### src/rtl/ysyx_22040759_mem_arbiter_pkg.sv
// Shared types and defaults for the IFU/LSU memory arbiter.
// Holds the state and owner encodings and the default bus widths and starvation limit.
package ysyx_22040759_mem_arbiter_pkg;

  localparam int ADDR_W_DEF     = 64;
  localparam int DATA_W_DEF     = 64;
  localparam int STARVE_MAX_DEF = 4;

  typedef enum logic [1:0] {
    ST_IDLE = 2'd0,
    ST_REQ  = 2'd1,
    ST_RESP = 2'd2
  } arb_state_e;

  typedef enum logic {
    OWNER_IFU = 1'b0,
    OWNER_LSU = 1'b1
  } arb_owner_e;

endpackage

### src/rtl/ysyx_22040759_arb_starve_cnt.sv
// Saturating count of LSU grants taken while the IFU was waiting.
// force_ifu rises once the count reaches STARVE_MAX, handing the next grant to the IFU.
module ysyx_22040759_arb_starve_cnt
  import ysyx_22040759_mem_arbiter_pkg::*;
#(
  parameter int STARVE_MAX = STARVE_MAX_DEF
) (
  input  logic clk,
  input  logic rst,
  input  logic lsu_grant,
  input  logic ifu_grant,
  input  logic ifu_waiting,
  output logic force_ifu
);

  localparam int CW = (STARVE_MAX < 1) ? 1 : $clog2(STARVE_MAX + 1);

  logic [CW-1:0] cnt_q, cnt_d;

  always_comb begin
    cnt_d = cnt_q;
    if (ifu_grant) begin
      cnt_d = '0;
    end else if (lsu_grant && ifu_waiting && (cnt_q < CW'(STARVE_MAX))) begin
      cnt_d = cnt_q + 1'b1;
    end
  end

  always_ff @(posedge clk or posedge rst) begin
    if (rst) begin
      cnt_q <= '0;
    end else begin
      cnt_q <= cnt_d;
    end
  end

  assign force_ifu = (cnt_q >= CW'(STARVE_MAX));

endmodule

### src/rtl/ysyx_22040759_mem_arbiter.sv
// Shares one non-pipelined memory port between instruction fetch and load/store.
// LSU wins by default; the starvation counter forces an IFU grant after a run of LSU wins.
module ysyx_22040759_mem_arbiter
  import ysyx_22040759_mem_arbiter_pkg::*;
#(
  parameter int ADDR_W         = ADDR_W_DEF,
  parameter int DATA_W         = DATA_W_DEF,
  parameter int STARVE_MAX     = STARVE_MAX_DEF,
  parameter bit CHECK_SPURIOUS = 1'b1
) (
  input  logic                clk,
  input  logic                rst,
  input  logic                ifu_req_valid,
  output logic                ifu_req_ready,
  input  logic [ADDR_W-1:0]   ifu_req_addr,
  output logic                ifu_resp_valid,
  output logic [DATA_W-1:0]   ifu_resp_data,
  input  logic                lsu_req_valid,
  output logic                lsu_req_ready,
  input  logic [ADDR_W-1:0]   lsu_req_addr,
  input  logic                lsu_req_wen,
  input  logic [DATA_W-1:0]   lsu_req_wdata,
  input  logic [DATA_W/8-1:0] lsu_req_wmask,
  output logic                lsu_resp_valid,
  output logic [DATA_W-1:0]   lsu_resp_data,
  output logic                mem_req_valid,
  input  logic                mem_req_ready,
  output logic [ADDR_W-1:0]   mem_req_addr,
  output logic                mem_req_wen,
  output logic [DATA_W-1:0]   mem_req_wdata,
  output logic [DATA_W/8-1:0] mem_req_wmask,
  input  logic                mem_resp_valid,
  input  logic [DATA_W-1:0]   mem_resp_data,
  output logic                busy
);

  localparam int MASK_W = DATA_W / 8;

  arb_state_e        state_q, state_d;
  arb_owner_e        owner_q, owner_d;
  logic [ADDR_W-1:0] addr_q, addr_d;
  logic              wen_q, wen_d;
  logic [DATA_W-1:0] wdata_q, wdata_d;
  logic [MASK_W-1:0] wmask_q, wmask_d;

  logic force_ifu;
  logic grant_lsu;
  logic grant_ifu;

  // Readies are held low during reset so nothing is accepted while the port is being cleared.
  always_comb begin
    grant_lsu = 1'b0;
    grant_ifu = 1'b0;
    if (!rst && (state_q == ST_IDLE)) begin
      if (lsu_req_valid && (!ifu_req_valid || !force_ifu)) begin
        grant_lsu = 1'b1;
      end else if (ifu_req_valid) begin
        grant_ifu = 1'b1;
      end
    end
  end

  assign ifu_req_ready = grant_ifu;
  assign lsu_req_ready = grant_lsu;

  ysyx_22040759_arb_starve_cnt #(
    .STARVE_MAX (STARVE_MAX)
  ) u_starve_cnt (
    .clk         (clk),
    .rst         (rst),
    .lsu_grant   (grant_lsu),
    .ifu_grant   (grant_ifu),
    .ifu_waiting (ifu_req_valid),
    .force_ifu   (force_ifu)
  );

  always_comb begin
    state_d        = state_q;
    owner_d        = owner_q;
    addr_d         = addr_q;
    wen_d          = wen_q;
    wdata_d        = wdata_q;
    wmask_d        = wmask_q;
    mem_req_valid  = 1'b0;
    ifu_resp_valid = 1'b0;
    ifu_resp_data  = '0;
    lsu_resp_valid = 1'b0;
    lsu_resp_data  = '0;
    case (state_q)
      ST_IDLE: begin
        if (grant_lsu) begin
          owner_d = OWNER_LSU;
          addr_d  = lsu_req_addr;
          wen_d   = lsu_req_wen;
          wdata_d = lsu_req_wdata;
          wmask_d = lsu_req_wmask;
          state_d = ST_REQ;
        end else if (grant_ifu) begin
          owner_d = OWNER_IFU;
          addr_d  = ifu_req_addr;
          wen_d   = 1'b0;
          wdata_d = '0;
          wmask_d = '0;
          state_d = ST_REQ;
        end
      end
      ST_REQ: begin
        mem_req_valid = 1'b1;
        if (mem_req_ready) begin
          state_d = ST_RESP;
        end
      end
      ST_RESP: begin
        // A response is only honoured here; a store is acknowledged with zero data.
        if (mem_resp_valid) begin
          state_d = ST_IDLE;
          if (owner_q == OWNER_LSU) begin
            lsu_resp_valid = 1'b1;
            lsu_resp_data  = wen_q ? '0 : mem_resp_data;
          end else begin
            ifu_resp_valid = 1'b1;
            ifu_resp_data  = mem_resp_data;
          end
        end
      end
      default: begin
        state_d = ST_IDLE;
      end
    endcase
  end

  always_ff @(posedge clk or posedge rst) begin
    if (rst) begin
      state_q <= ST_IDLE;
      owner_q <= OWNER_IFU;
      addr_q  <= '0;
      wen_q   <= 1'b0;
      wdata_q <= '0;
      wmask_q <= '0;
    end else begin
      state_q <= state_d;
      owner_q <= owner_d;
      addr_q  <= addr_d;
      wen_q   <= wen_d;
      wdata_q <= wdata_d;
      wmask_q <= wmask_d;
    end
  end

  assign mem_req_addr  = addr_q;
  assign mem_req_wen   = wen_q;
  assign mem_req_wdata = wdata_q;
  assign mem_req_wmask = wmask_q;
  assign busy          = (state_q != ST_IDLE);

  // A downstream response with nothing outstanding points at a protocol bug in the memory side.
  generate
    if (CHECK_SPURIOUS) begin : g_spurious_check
      spurious_resp_a : assert property (
        @(posedge clk) disable iff (rst) !(mem_resp_valid && (state_q != ST_RESP))
      ) else $error("mem_resp_valid received with no outstanding transaction");
    end
  endgenerate

endmodule
### config.mk
export PLATFORM = sky130hd
export DESIGN_NAME = ysyx_22040759_mem_arbiter
export DESIGN_NICKNAME = d
export VERILOG_FILES = /design/src/rtl/ysyx_22040759_mem_arbiter_pkg.sv /design/src/rtl/ysyx_22040759_arb_starve_cnt.sv /design/src/rtl/ysyx_22040759_mem_arbiter.sv
export SDC_FILE = /design/constraint.sdc
export NUM_CORES = 1
export LEC_CHECK = 0
export ABC_AREA = 1
export BUFFER_PORTS_ARGS = -buffer_cell sky130_fd_sc_hd__buf_2
export CORE_AREA = 2 2 208 210
export DETAILED_ROUTE_END_ITERATION = 16
export DIE_AREA = 0 0 210 212
export PLACE_DENSITY = 0.42
export SYNTH_ARGS = -nofsm -noshare
export SYNTH_HDL_FRONTEND = slang
export SYNTH_SLANG_ARGS = --single-unit
export TNS_END_PERCENT = 5
### constraint.sdc
create_clock -name clk -period 3.6 [get_ports clk]
set_input_delay 0.54 -clock clk [delete_from_list [all_inputs] [get_ports clk]]
set_output_delay 0.54 -clock clk [all_outputs]
set_load 0.1 [all_outputs]
==> results.py, run 1 <==
metrics = {
    "status": {
        "outcome": "completed",
    },
    "floorplanning": {
        "start_util_pct": 17.7,
        "fp.coreArea_um2": 42500,
        "fp.dieH_um": 212,
        "rows": 76,
        "die_area_um2": 44500,
        "die_w_um": 210,
        "io_pins": 542,
    },
    "routing": {
        "first_pass_iters": 5,
        "viasPerCell": 4.01,
        "routed_wl_um": 36600,
        "route.detailed.drc": 0,
        "wl_per_cell_um": 17.3,
        "drtIter0Drc": 486,
        "drtAntennaViolNets": 0,
        "dr_total_vias": 8495,
    },
    "global_route": {
        "grt_max_degree": 90,
        "grt_pass1_wl_um": 52800,
        "grt_pass1_vias": 8384,
        "grt_usage_pct": 16.2,
        "grt-ovfl-total": 0,
        "grt_antenna_before_repair": 36,
    },
    "clock_tree": {
        "clk_latency_ns": 0.45,
        "clkSinkCount": 143,
        "clk_pin_slew_ns": 0.06,
        "post_cts_buffers": 0,
        "cts_root_buf": "clkbuf_16",
        "ctsHtreeMaxLevel": 4,
        "ctsResizeCount": 0,
        "cts_buffer_depth": 2,
        "cts_buffers": 17,
        "cts_tree": "yes",
    },
    "timing": {
        "hold_violations": 0,
        "fmax_mhz": 350,
        "fin_worst_skew_ns": 0.00517,
        "period_share_pct": 79.4,
        "setup_viol": 0,
        "fin_crit_ns": 2.86,
        "tightest_slew_ns": 1.03,
        "max_slew_margin_pct": 31.4,
        "finalMaxSlewViolations": 0,
        "rsz0062_at_grt": "no",
    },
    "cells_and_area": {
        "fin_util_pct": 27.0,
        "stdcell_count": 2121,
        "drive_gt1_share_pct": 41.4,
        "area_delta_synth_final_pct": 52.7,
        "fin_nets": 1823,
    },
    "place": {
        "io_buffers": 541,
        "gp_congestion": 0.844,
        "dp_hpwl_um": 29000,
        "dp_cells": 2077,
    },
    "logic_synthesis": {
        "yosys.area_share.simple_pct": 33.4,
        "synthMuxAreaShare_pct": 0,
        "synthAdderAreaFrac_pct": 0.167,
        "synth_compound_area_share_pct": 7.03,
        "synth_seq_area_share_pct": 47.7,
        "syn_avg_cell_area_um2": 7.18,
        "synth_top_area_share_pct": 47.7,
        "yosysWarnings": 0,
        "ys_types": 22,
        "syn_inst": 1046,
        "synth_top_family_by_area": "simple AND/OR/NAND/NOR gates",
        "yosys.area.top_type": "dfrtp_1",
        "netlist_top_cells_area": "dfrtp_1, nand2_1, nand3_1, inv_1, nor2_1",
        "netlist_area_um2": 7510,
        "syn-num-nets": 1318,
        "ys_ff_latch": 143,
        "synth-xor-area-share_pct": 0,
    },
    "critical_path": {
        "crit_fanout": 41,
        "path_class": "in2out",
        "required_ns": 3.06,
        "critical_path.endpoint_type": "primary output",
        "worst_setup_path_start_kind": "input port",
        "worst-endpoint-arrival_ns": 2.32,
    },
    "min_path": {
        "hp-class": "in2reg",
    },
    "job": {
        "drv_cap": 0,
    },
}
logic make-up (layout without fill, tap and decap cells):
kind of cell	count (synthesis)	in the layout
fa+ha+maj	1	1
flops	143	143
compound gates	72	72
other cells	0	11
buf+inv	209	727
simple gates	621	621
worst max-delay path, stage by stage:
cell           delay [ns]
dlygate4sd3_1        0.53
buf_2                0.16
inv_6                0.14
nand2_2              0.11
buf_4                0.28
nor3_2               0.32
buf_12               0.22
registers in the layout (all words and copies together) (netlist names):
signal              cells
mem_req_wen             1
state_q                 2
u_starve_cnt.cnt_q      3
mem_req_addr           64
mem_req_wmask           8
owner_q                 1
mem_req_wdata          64
through the flow:
step | hold slack (ns) | area, um2 | worst slack [ns] | setup TNS (ns)
after floorplan | 0.477 | 7640 | -0.247 | -2.94
after global placement | 0.450 | 10900 | 1.03 | 0
after detailed placement | 0.455 | 10900 | 1.04 | 0
after CTS | 0.241 | 11400 | 0.679 | 0
after global routing | 0.245 | 11500 | 0.588 | 0
final | 0.281 | 11500 | 0.740 | 0
per-layer routing:
| metal | up-vias | GRT usage, % | routed length (um) |
|---|---|---|---|
| li1 | 4192 | - | - |
| met1 | 3806 | 16.8 | 13100 |
| met2 | 380 | 29.9 | 19400 |
| met3 | 99 | 4.36 | 2440 |
| met4 | 18 | 8.54 | 1540 |
| met5 | - | 0 | 128 |
what timing repair did:
| item | CTS | global route |
|---|---|---|
| endpoints found under the setup margin | 0 | 0 |
| hold buffers | 1 | 0 |
| hold endpoints to repair | 13 | 0 |
layout make-up:
cell class / count / area [um2]
flip-flops and latches: 143 / 3580
fillers: 4787 / 31000
clock buffers: 20 / 447
diodes: 11 / 27.5
clock inverters: 12 / 109
inverters: 139 / 529
repair buffers: 556 / 2890
multi-input cells: 694 / 3210
well taps: 546 / 683
synth_stat cells:
cell type / number
a21oi_1: 1
a21oi_2: 1
buf_1: 2
buf_2: 44
buf_4: 11
clkbuf_1: 13
dfrtp_1: 143
ha_1: 1
inv_1: 136
inv_2: 3
nand2_1: 354
nand2_2: 1
nand3_1: 130
nand4_1: 1
nor2_1: 132
nor2_2: 1
nor2_4: 1
nor3_1: 1
o21ai_0: 4
o21bai_1: 64
o22ai_1: 1
o31ai_1: 1
worst paths after layout:
| check | from | endpoint | slack, ns | cells past startpoint |
|---|---|---|---|---|
| worst max-delay path | rst | ifu_req_ready | 0.74 | 7 |
| worst min-delay path | mem_req_ready | state_q[0] | 0.28 | 2 |
| worst max register to register | state_q[1] | mem_req_addr[63] | 1.47 | 7 |
| worst min register to register | mem_req_wdata[17] | mem_req_wdata[17] | 0.47 | 2 |
| max in group asynchronous | rst | mem_req_wen | 1.90 | 4 |
| min in group asynchronous | rst | mem_req_addr[33] | 0.59 | 3 |
cells in the final DEF (no fill, tap or decap), drive strengths merged:
master / Yosys / final
nor3: 1 / 1
ha: 1 / 1
dfrtp: 143 / 143
diode: 0 / 11
nand2: 355 / 355
dlygate4sd3: 0 / 1
o31ai: 1 / 1
o21bai: 64 / 64
buf: 57 / 555
o22ai: 1 / 1
clkinv: 0 / 6
nand4: 1 / 1
nor2: 134 / 134
nand3: 130 / 130
clkinvlp: 0 / 2
o21ai: 4 / 4
bufinv: 0 / 1
clkbuf: 13 / 20
a21oi: 2 / 2
inv: 139 / 142
Power of run 1 is left out: the tool's default activity adds up to more than one toggle a clock period on the data nets, which glitch-free logic cannot reach.
==> inputs of run 2 (changes only) <==
==> constraint.sdc (replaced) <==
create_clock -name clk -period 2.9 [get_ports clk]
set_input_delay 0.435 -clock clk [delete_from_list [all_inputs] [get_ports clk]]
set_output_delay 0.435 -clock clk [all_outputs]
set_load 0.1 [all_outputs]
==> results.py, run 2 (synthesis results as in run 1) <==
metrics = {
    "floorplanning": {
        "io_pins": 542,
        "rows": 76,
        "start_util_pct": 17.7,
        "fp.dieH_um": 212,
        "fp.coreArea_um2": 42500,
        "die_area_um2": 44500,
        "die_w_um": 210,
    },
    "critical_path": {
        "crit_family": "buffers and inverters",
        "r2r-start": "u_starve_cnt.cnt_q[2]",
        "crit_path_cell_trace": "nand2_1 > nor2_4 > nand2_4 > buf_12 > buf_4 > nor2_4 > buf_12",
        "rrSetupSlack_ns": 1.07,
        "crit_buf_inv": 3,
        "worst_setup_path_start_kind": "flip-flop",
        "worst-endpoint-arrival_ns": 2.26,
        "rr_endpoint": "mem_req_addr[16]",
        "crit_fanout": 22,
        "path_class": "reg2out",
        "critical_path.endpoint_type": "primary output",
        "slowest_stage": "dfrtp_1",
        "rr_worst_depth": 7,
        "cpPeakStageDelay_ns": 0.43,
        "required_ns": 2.47,
    },
    "routing": {
        "routed_wl_um": 34100,
        "route.detailed.drc": 0,
        "viasPerCell": 4.03,
        "first_pass_iters": 5,
        "drtAntennaViolNets": 0,
        "dr_total_vias": 8542,
        "drtIter0Drc": 356,
        "wl_per_cell_um": 16.1,
    },
    "timing": {
        "setup_ws_ns": 0.200,
        "hold_violations": 0,
        "period_share_pct": 93.1,
        "fin_crit_ns": 2.70,
        "fmax_mhz": 370,
        "setup_viol": 0,
        "holdWs_ns": 0.186,
        "max_slew_margin_pct": 34.2,
        "rsz0062_at_grt": "no",
        "fin_worst_skew_ns": 0.00792,
        "finalMaxSlewViolations": 0,
        "tightest_slew_ns": 0.987,
    },
    "clock_tree": {
        "cts_tree": "yes",
        "ctsHtreeMaxLevel": 4,
        "post_cts_buffers": 0,
        "cts-hold-fix-buffers": 0,
        "cts_root_buf": "clkbuf_16",
        "clk_latency_ns": 0.44,
        "clkSinkCount": 143,
        "clk_pin_slew_ns": 0.07,
        "cts_buffers": 17,
        "cts_buffer_depth": 2,
        "ctsResizeCount": 0,
    },
    "global_route": {
        "grt-ovfl-total": 0,
        "grt_usage_pct": 14.8,
        "grt_pass1_wl_um": 50200,
        "grt_pass1_vias": 8461,
        "grt_max_degree": 144,
        "grt_antenna_before_repair": 5,
    },
    "cells_and_area": {
        "final_common_cell": "buf_2",
        "area_delta_synth_final_pct": 65.4,
        "final_cell_mix": "buf_2, nand2_1, dfrtp_1, inv_1, nand3_1",
        "drive_gt1_share_pct": 42.7,
        "fin_nets": 1829,
    },
    "min_path": {
        "hp-class": "in2async",
    },
    "place": {
        "post-place-ws_ns": 0.565,
        "dp_hpwl_um": 25400,
        "gp_congestion": 0.763,
        "io_buffers": 541,
    },
    "job": {
        "drv_cap": 0,
    },
    "status": {
        "outcome": "completed",
    },
}
run 2: cell types whose count changed in the layout (fill, tap and decap cells not counted), sizes merged:
cell	before	now
diode	11	1
clkinvlp	2	3
buf	555	562
clkbuf	20	19
dlygate4sd3	1	0
run 2: cell type report:
cell class | instances | area, um2
Antenna cell | 1 | 2.50
Clock buffer | 19 | 453
Clock inverter | 13 | 113
Fill cell | 4655 | 30100
Inverter | 139 | 529
Multi-Input combinational cell | 694 | 3510
Sequential cell | 143 | 3580
Tap cell | 546 | 683
Timing Repair Buffer | 562 | 3550
run 2: worst max path at each step:
stage	start	endpoint	slack [ns]	cells after the start
4_1_cts	state_q[1]	lsu_resp_data[34]	0.15	7
5_1_grt	state_q[1]	lsu_resp_data[35]	0.08	7
2_1_floorplan	state_q[0]	lsu_resp_data[13]	-0.05	6
3_3_place_gp	mem_resp_valid	lsu_resp_data[35]	0.58	8
6_report	state_q[1]	lsu_resp_data[34]	0.20	7
3_5_place_dp	mem_resp_valid	lsu_resp_data[34]	0.57	8
run 2: worst reg2reg max path, cell delays in order (launching register included):
cell     delay (ns)
dfrtp_1        0.37
nand2_1        0.08
nand2_2        0.12
inv_2          0.53
buf_12         0.30
nand3_1        0.14
nand3_1        0.12
nand2_1        0.05
run 2: stage by stage:
stage / TNS, ns / cell area [um2] / std cells / util (%)
global placement: 0 / 11900 / 2084 / 27.9
finish: 0 / 12400 / 2117 / 29.2
CTS: 0 / 12400 / 2116 / 29.2
global route: 0 / 12400 / 2117 / 29.2
floorplan: -2.66 / 7940 / 1046 / -
detailed placement: 0 / 11900 / 2084 / 27.9
run 2: per-layer routing:
layer / GRT usage [%] / up-vias / share of wire (%)
met3: 5.14 / 59 / 8.2
li1: - / 4197 / -
met1: 18.3 / 3917 / 42
met2: 24.2 / 361 / 47
met5: 0 / - / 0.10
met4: 4.94 / 8 / 2.4
Power of run 2 is left out for the same reason.
==> inputs of run 3 (changes only) <==
--- a/config.mk
+++ b/config.mk
@@ -8,8 +8,10 @@
 export ABC_AREA = 1
 export BUFFER_PORTS_ARGS = -buffer_cell sky130_fd_sc_hd__buf_2
 export CORE_AREA = 2 2 208 210
+export CTS_CLUSTER_SIZE = 16
 export DETAILED_ROUTE_END_ITERATION = 16
 export DIE_AREA = 0 0 210 212
+export MAX_ROUTING_LAYER = met4
 export PLACE_DENSITY = 0.42
 export SYNTH_ARGS = -nofsm -noshare
 export SYNTH_HDL_FRONTEND = slang
==> results.py, run 3 (synthesis results as in run 1) <==
metrics = {
    "status": {
        "outcome": "completed",
    },
    "critical_path": {
        "worst_setup_path_start_kind": "flip-flop",
        "crit_family": "buffers and inverters",
        "r2r-start": "u_starve_cnt.cnt_q[2]",
        "cpPeakStageDelay_ns": 0.43,
        "crit_fanout": 22,
        "crit_path_cell_trace": "nand2_1 > nor2_4 > nand2_4 > buf_12 > buf_4 > nor2_4 > buf_12",
        "worst-endpoint-arrival_ns": 2.26,
        "critical_path.endpoint_type": "primary output",
        "required_ns": 2.47,
        "crit_buf_inv": 3,
        "path_class": "reg2out",
        "slowest_stage": "dfrtp_1",
        "startpoint": "state_q[1]",
    },
    "global_route": {
        "grt_antenna_before_repair": 5,
        "grt-ovfl-total": 0,
        "grt_pass1_wl_um": 50100,
        "grt_max_degree": 144,
        "grt_pass1_vias": 8480,
        "grt_usage_pct": 15.3,
    },
    "cells_and_area": {
        "final_cell_mix": "buf_2, nand2_1, dfrtp_1, inv_1, nand3_1",
        "fin_nets": 1829,
        "final_common_cell": "buf_2",
        "seqCellArea_um2": 3580,
        "drive_gt1_share_pct": 42.7,
        "stdcell_count": 2121,
        "num-fill-cells": 4653,
        "multi_input_area_um2": 3510,
        "area_delta_synth_final_pct": 65.5,
    },
    "timing": {
        "setup_viol": 0,
        "fin_crit_ns": 2.70,
        "finalMaxSlewViolations": 0,
        "fin_worst_skew_ns": 0.00956,
        "hold_violations": 0,
        "max_slew_margin_pct": 33.5,
        "tightest_slew_ns": 0.998,
        "fmax_mhz": 371,
        "setup_tns_ns": 0,
        "setup_ws_ns": 0.204,
        "rsz0062_at_grt": "no",
        "period_share_pct": 93.0,
    },
    "clock_tree": {
        "clk_latency_ns": 0.45,
        "cts_buffers": 17,
        "clkSinkCount": 143,
        "clk_pin_slew_ns": 0.07,
        "ctsResizeCount": 0,
        "ctsHtreeMaxLevel": 4,
        "cts_root_buf": "clkbuf_16",
        "cts_tree": "yes",
        "post_cts_buffers": 0,
        "cts-hold-fix-buffers": 0,
        "cts_buffer_depth": 2,
    },
    "routing": {
        "wl_per_cell_um": 16.0,
        "first_pass_iters": 5,
        "dr_total_vias": 8448,
        "routed_wl_um": 34000,
        "route.detailed.drc": 0,
        "viasPerCell": 3.98,
        "drtAntennaViolNets": 0,
        "drtIter0Drc": 357,
    },
    "place": {
        "io_buffers": 541,
        "gp_congestion": 0.773,
        "dp_cells": 2084,
        "post-place-ws_ns": 0.565,
        "dp_hpwl_um": 25400,
    },
    "floorplanning": {
        "fp.dieH_um": 212,
        "rows": 76,
        "die_area_um2": 44500,
        "io_pins": 542,
        "start_util_pct": 17.7,
        "fp.coreArea_um2": 42500,
        "die_w_um": 210,
    },
    "job": {
        "drv_cap": 0,
    },
    "min_path": {
        "hp-class": "in2async",
    },
}
==> run 3: final timing paths <==
check	slack, ns	endpoint	depth (start not counted)
max in group asynchronous	1.88	mem_req_addr[6]	3
min reg2reg	0.47	mem_req_wdata[0]	2
max	0.20	lsu_resp_data[34]	7
min	0.17	mem_req_addr[3]	3
max reg2reg	1.07	mem_req_addr[16]	7
min in group clk	0.18	mem_req_wdata[37]	3
==> run 3: worst register-to-register path: stages (launching register included) <==
cell     delay (ns)
dfrtp_1        0.37
nand2_1        0.08
nand2_2        0.12
inv_2          0.52
buf_12         0.30
nand3_1        0.15
nand3_1        0.12
nand2_1        0.05
==> run 3: metal layers <==
metal	GRT usage, %	vias to the layer above	wire [um]
met5	-	-	0
met4	4.94	0	752
met3	5.01	40	2550
met2	24.2	328	16100
met1	18.4	3879	14600
li1	-	4201	-
==> run 3: cell type report <==
class	instances	share of cell area [%]
clock buffer	19	3.64
tap	546	5.50
timing repair buffer	562	28.6
multi-input combinational	694	28.2
sequential	143	28.8
inverter	139	4.26
antenna	5	0.101
clock inverter	13	0.906
==> run 3: through the flow <==
stage	util [%]	cell area (um2)	hold WS, ns
floorplan	-	7940	0.477
global placement	27.9	11900	0.448
detailed placement	27.9	11900	0.453
CTS	29.2	12400	0.147
global route	29.2	12400	0.176
finish	29.2	12400	0.169
Power of run 3 is left out for the same reason.
